File: src/rtl/rf_access_ctrl.sv
// Read/write arbiter in front of a single-port-per-cycle register file, with write buffer and read forwarding.
// Latency: read response 2 cycles after acceptance; buffered writes drain in cycles without a read.
// Backpressure: both request readies drop while the write buffer is full; the next cycle then drains.
module rf_access_ctrl #(
    parameter int DATA_WIDTH = 32,
    parameter int ADDR_WIDTH = 5,
    parameter int WBUF_DEPTH = 4
) (
    input  logic                              CLK,
    input  logic                              RST,
    input  logic                              rd_req_valid,
    output logic                              rd_req_ready,
    input  logic [ADDR_WIDTH-1:0]             rd_addr1,
    input  logic [ADDR_WIDTH-1:0]             rd_addr2,
    output logic                              rd_rsp_valid,
    output logic [DATA_WIDTH-1:0]             rd_data1,
    output logic [DATA_WIDTH-1:0]             rd_data2,
    input  logic                              wr_req_valid,
    output logic                              wr_req_ready,
    input  logic [ADDR_WIDTH-1:0]             wr_addr,
    input  logic [DATA_WIDTH-1:0]             wr_data,
    output logic                              rf_read,
    output logic                              rf_write,
    output logic [ADDR_WIDTH-1:0]             rf_addr_r1,
    output logic [ADDR_WIDTH-1:0]             rf_addr_r2,
    output logic [ADDR_WIDTH-1:0]             rf_addr_w,
    output logic [DATA_WIDTH-1:0]             rf_data_w,
    input  logic [DATA_WIDTH-1:0]             rf_data_r1,
    input  logic [DATA_WIDTH-1:0]             rf_data_r2,
    output logic [$clog2(WBUF_DEPTH+1)-1:0]   wbuf_count
);
    localparam int CNT_W = $clog2(WBUF_DEPTH + 1);
    localparam int PTR_W = $clog2(WBUF_DEPTH);
    localparam int SUM_W = PTR_W + 1;

    typedef enum logic [1:0] {IDLE, RD, WR} state_t;

    state_t                state, state_nxt;
    logic [ADDR_WIDTH-1:0] wb_addr [WBUF_DEPTH];
    logic [DATA_WIDTH-1:0] wb_data [WBUF_DEPTH];
    logic [PTR_W-1:0]      wr_ptr, rd_ptr;
    logic [CNT_W-1:0]      count, count_nxt;
    logic                  full, rd_acc, wr_acc, pop;
    logic                  fwd1_hit, fwd2_hit;
    logic [DATA_WIDTH-1:0] fwd1_dat, fwd2_dat;

    function automatic logic [PTR_W-1:0] ptr_inc(input logic [PTR_W-1:0] p);
        return (p == PTR_W'(WBUF_DEPTH - 1)) ? '0 : p + PTR_W'(1);
    endfunction

    assign full         = (count == CNT_W'(WBUF_DEPTH));
    assign rd_req_ready = !full;
    assign wr_req_ready = !full;
    assign rd_acc       = rd_req_valid && rd_req_ready;
    assign wr_acc       = wr_req_valid && wr_req_ready;
    assign pop          = (state == WR);
    assign count_nxt    = count + CNT_W'(wr_acc) - CNT_W'(pop);

    assign rf_read      = (state == RD);
    assign rf_write     = (state == WR);
    assign rf_addr_w    = rf_write ? wb_addr[rd_ptr] : '0;
    assign rf_data_w    = rf_write ? wb_data[rd_ptr] : '0;
    assign wbuf_count   = count;

    always_comb begin
        state_nxt = IDLE;
        if (rd_acc)
            state_nxt = RD;
        else if (count_nxt != '0)
            state_nxt = WR;
    end

    // Walk valid entries oldest to youngest so the youngest match wins.
    always_comb begin
        logic [SUM_W-1:0] sum;
        logic [PTR_W-1:0] slot;
        fwd1_hit = 1'b0;
        fwd2_hit = 1'b0;
        fwd1_dat = '0;
        fwd2_dat = '0;
        sum      = '0;
        slot     = '0;
        for (int i = 0; i < WBUF_DEPTH; i++) begin
            sum = {1'b0, rd_ptr} + SUM_W'(i);
            if (sum >= SUM_W'(WBUF_DEPTH))
                sum = sum - SUM_W'(WBUF_DEPTH);
            slot = sum[PTR_W-1:0];
            if (CNT_W'(i) < count) begin
                if (wb_addr[slot] == rf_addr_r1) begin
                    fwd1_hit = 1'b1;
                    fwd1_dat = wb_data[slot];
                end
                if (wb_addr[slot] == rf_addr_r2) begin
                    fwd2_hit = 1'b1;
                    fwd2_dat = wb_data[slot];
                end
            end
        end
    end

    always_ff @(posedge CLK or negedge RST) begin
        if (!RST) begin
            state        <= IDLE;
            wr_ptr       <= '0;
            rd_ptr       <= '0;
            count        <= '0;
            rd_rsp_valid <= 1'b0;
            rd_data1     <= '0;
            rd_data2     <= '0;
            rf_addr_r1   <= '0;
            rf_addr_r2   <= '0;
        end else begin
            state        <= state_nxt;
            count        <= count_nxt;
            rd_rsp_valid <= rf_read;
            if (wr_acc)
                wr_ptr <= ptr_inc(wr_ptr);
            if (pop)
                rd_ptr <= ptr_inc(rd_ptr);
            if (rd_acc) begin
                rf_addr_r1 <= rd_addr1;
                rf_addr_r2 <= rd_addr2;
            end
            // A write pushed on this same edge is younger than the read and is not seen.
            if (rf_read) begin
                rd_data1 <= fwd1_hit ? fwd1_dat : rf_data_r1;
                rd_data2 <= fwd2_hit ? fwd2_dat : rf_data_r2;
            end
        end
    end

    always_ff @(posedge CLK) begin
        if (wr_acc) begin
            wb_addr[wr_ptr] <= wr_addr;
            wb_data[wr_ptr] <= wr_data;
        end
    end
endmodule

File: config.mk
export PLATFORM = sky130hd
export DESIGN_NAME = rf_access_ctrl
export DESIGN_NICKNAME = d
export VERILOG_FILES = /design/src/rtl/rf_access_ctrl.sv
export SDC_FILE = /design/constraint.sdc
export NUM_CORES = 1
export LEC_CHECK = 0
export ABC_AREA = 0
export CAP_MARGIN = 40
export CORE_MARGIN = 10
export CORE_UTILIZATION = 60
export DETAILED_ROUTE_END_ITERATION = 7
export PLACE_DENSITY_LB_ADDON = 0.2
export SLEW_MARGIN = 10
export SYNTH_ARGS = -nofsm -noshare
export SYNTH_HDL_FRONTEND = slang
export SYNTH_SLANG_ARGS = --single-unit
File: constraint.sdc
create_clock -name CLK -period 4.5 [get_ports CLK]
set_clock_uncertainty 0.2 [all_clocks]
set_input_delay 0.9 -clock CLK [delete_from_list [all_inputs] [get_ports CLK]]
set_output_delay 0.9 -clock CLK [all_outputs]
set_load 0.05 [all_outputs]
==> impl_results.rst <==
.. list-table::
   :header-rows: 1

   * - Metric
     - Value
   * - Fill count
     - 1727
   * - Tightest hold margin
     - 0.1588 ns
   * - Number of remaining DRC errors
     - 0
   * - Category of the worst setup path launch point
     - register
   * - First-pass iteration count of the detailed router
     - 5
   * - Area delta synth->final
     - 22.30%
   * - Clock latency of the later-clocked register in the worst-skew pair
     - 0.53 ns
   * - CTS Hold Buffers Added
     - 0
   * - Number of nets in the layout
     - 1695
   * - Aggregate global-route resource usage
     - 27.98%
   * - Antenna viol nets, final
     - 0
   * - Final HPWL from detailed placement
     - 31.75 mm
   * - Syn avg cell area
     - 10.72 µm²
   * - Leakage power figure
     - 0.006507 µW
   * - Post-synthesis cell type count
     - 40
   * - Mux contribution to synthesized area
     - 22.27%
   * - Ys Warns
     - 0
   * - Maximum clock rate
     - 0.2336 GHz
   * - # rows
     - 58
   * - Initial core utilization
     - 60.58%
   * - Wire length of the first global-routing pass
     - 70.36 mm
   * - Power density normalized to cell area
     - 835.2 nW/µm²
   * - Summed negative setup slack over all endpoints
     - 0 ns
   * - Crit path max-delay cell type
     - clkdlybuf4s50_1
   * - Post-synthesis cell type with the largest combined area
     - edfxtp_1
   * - Count of pins over their slew limit
     - 0
   * - Num Clock Sinks
     - 232
   * - Clock transition time at the flip-flop clock pins of the worst setup and hold paths
     - 0.06 ns
   * - Placed Instances
     - 1872
   * - Share of the synthesized area in the top cell type
     - 29.30%
   * - Max Buffers Root-to-Sink
     - 3
   * - Via count of the first global-routing pass
     - 12030
   * - Async set-or-reset flop fraction in the synthesized netlist
     - 36.21%
   * - Postcts setup bufs
     - 0
   * - Critical path's largest stage delay
     - 0.85 ns
   * - Element type at the critical path end
     - output port
   * - Count of vias placed by the detailed router
     - 12730
   * - Post-synthesis compound-gate area fraction
     - 14.33%
   * - Primary flip-flop cell chosen by synthesis mapping
     - edfxtp_1
   * - RSZ-0062 raised after global routing
     - false
   * - Input/output buffers
     - 233
   * - Area of the die
     - 32040 µm²
   * - Count of non-filler cells in the finished layout
     - 1921
   * - Tightest Hold Check Type
     - in -> async
   * - Minimum clock period after layout
     - 4.280 ns
   * - Endpoint arrival time on the critical path
     - 3.18 ns
   * - # IOs
     - 234
   * - Slew at the pin closest to its max-slew limit
     - 0.8579 ns
   * - Root buf cell
     - clkbuf_16
   * - Number of maximum-capacitance constraint violations
     - 0
   * - IR Drop Worst-Case VDD
     - 692.5 µV
   * - Final Hold Vio Count
     - 0
   * - Share of the clock period used by the worst path
     - 95.12%
   * - Number of antenna violations at the first check in global routing
     - 8
   * - Maximum fanout encountered on the critical timing path
     - 114
   * - Violation count after the first detailed-route iteration
     - 1746
   * - Total power consumption of the routed design
     - 15490 µW
   * - Clock tree from TritonCTS
     - done
   * - Total routed wirelength
     - 46.60 mm
   * - Setup violation total in the final timing report
     - 0
   * - Fraction of the yosys area taken by sequential cells
     - 43.16%
   * - Worst Setup Path Type
     - reg -> out
   * - Utilization after layout
     - 74.09%
   * - Die span in y
     - 179 µm
   * - H-tree level count
     - 1
   * - Layout cells sized above 1
     - 16.06%
   * - Crit-path cells
     - buf_12 -> o21ai_0 -> nor2_1 -> clkdlybuf4s50_1
   * - Dominant combinational cell family by area after synthesis
     - multiplexers
   * - Core area
     - 25040 µm²
   * - DR WL/cell
     - 24.26 µm
   * - Die width
     - 179 µm
   * - Adder-cell area share of the yosys netlist
     - 0.8744%
   * - Maximum number of pins on one net before global-route repair
     - 115
   * - Critical path data required time
     - 3.40 ns
   * - Worst slew margin
     - 42.80%
   * - Count of flip-flops with a built-in enable after synthesis
     - 148
   * - Resized cells post-CTS
     - 0
   * - Count of state elements after synthesis
     - 232
   * - Post-synthesis instance total
     - 1415
   * - Simple-Gate Fraction of Synth Area
     - 12.46%
   * - Placer congestion estimate
     - 0.8990
   * - Cts bufs inserted
     - 25
   * - Congestion Overflow GR
     - 0
   * - Post-Synthesis Cell Area
     - 15170 µm²
   * - Number of vias per cell after detailed routing
     - 6.625
   * - Number of nets in the synthesized netlist
     - 1540
   * - Post-synthesis xor/xnor area fraction
     - 2.367%
   * - Synth top area cells
     - edfxtp_1 29%, dfrtp_1 14%, mux4_2 13%, mux2_2 5.5%, o22ai_1 5.3%
   * - Result of the run
     - completed
[state kept, by name, indices dropped and copies added (netlist names)]
register      cells
rd_data2         32
state             2
rf_addr_r1        5
wb_addr          20
rd_data1         32
wr_ptr            2
wbuf_count        3
wb_data         128
rd_ptr            2
rf_addr_r2        5
rd_rsp_valid      1
[power by group]
group	total, µW	internal (µW)	switching [µW]
Sequential	3520	2960	556
Combinational	9930	3780	6150
Clock	2050	1190	861
Total	15500	7930	7560
[synthesized netlist by cell type, types with 4 or more instances]
master    number
a21oi_1      129
and2_1         8
and3_1        68
buf_1         12
buf_2         29
buf_6         11
clkbuf_1      84
dfrtp_1       84
edfxtp_1     148
ha_1           9
inv_1         11
mux2_2        74
mux2i_1       63
mux4_2        85
nand2_1      138
nand2b_1      96
nor2_1        40
nor3_1         4
o21ai_0       86
o21ai_1       41
o22ai_1      128
xnor2_1       14
xor2_1        27
[placed cells by master, fill, tap and decap left out, types with 4 or more instances in the layout]
master	n
a21oi_1	129
and2_1	6
and3_1	64
and3_2	4
buf_12	8
buf_4	26
clkbuf_16	25
clkdlybuf4s50_1	231
clkinv_2	5
clkinvlp_4	4
dfrtp_1	82
edfxtp_1	148
ha_1	8
inv_1	11
mux2_2	74
mux2i_1	63
mux4_2	85
nand2_1	138
nand2b_1	96
nor2_1	38
nor3_1	4
o21ai_0	86
o21ai_1	41
o22ai_1	128
xnor2_1	14
xor2_1	27
[final cells by class]
type,count,area [µm²],share of cell area [%]
flip-flops and latches,232,6554,35.33
clock buffers,28,636.9,3.433
multi-input cells,1033,8005,43.15
inverters,11,41.29,0.2226
repair buffers,267,2723,14.68
well taps,330,412.9,2.226
clock inverters,17,170.2,0.9173
diodes,3,7.507,0.04047
[path summary, 6_finish.rpt]
check	startpoint	end	slack, ns	depth (start not counted)
worst min-delay path	RST	rd_data1[2]	0.16	1
worst max register to register	rd_ptr[0]	rd_data2[16]	0.78	9
worst min register to register	rd_data2[2]	rd_data2[2]	0.36	2
max in group asynchronous	RST	rd_data1[21]	2.93	2
worst max-delay path	rd_ptr[0]	rf_data_w[9]	0.22	4
min in group CLK	rd_data2[2]	rd_data2[2]	0.36	2
[per-stage QoR]
stage / instance area [µm²] / setup WS, ns
2_1_floorplan: 15170 / 0.7796
3_3_place_gp: 17680 / 0.8084
3_5_place_dp: 17710 / 0.7645
4_1_cts: 18520 / 0.2296
5_1_grt: 18550 / 0.05044
6_report: 18550 / 0.2196
[critical path, delay by kind of cell (launching register included)]
kind / cells / cell delay (ns)
flip-flops: 1 / 0.70
AO/OA/AOI/OAI: 1 / 0.31
buffers and inverters: 2 / 1.31
AND/OR/NAND/NOR: 1 / 0.23
[logic make-up after synthesis]
| family | Yosys count |
|---|---|
| AO/OA/AOI/OAI | 390 |
| XOR/XNOR | 41 |
| adder cells (fa/ha/maj) | 10 |
| buffers and inverters | 150 |
| flip-flops | 232 |
| multiplexers | 222 |
| AND/OR/NAND/NOR | 370 |
[layer usage]
| layer | vias to the layer above | routed length, µm | global-route usage, % |
|---|---|---|---|
| li1 | 5643 | - | - |
| met1 | 6118 | 18510 | 39.20 |
| met2 | 859 | 20460 | 41.66 |
| met3 | 99 | 6521 | 8.572 |
| met4 | 8 | 1063 | 7.199 |
| met5 | - | 43 | 0 |
(Power assumes the default switching activity.)
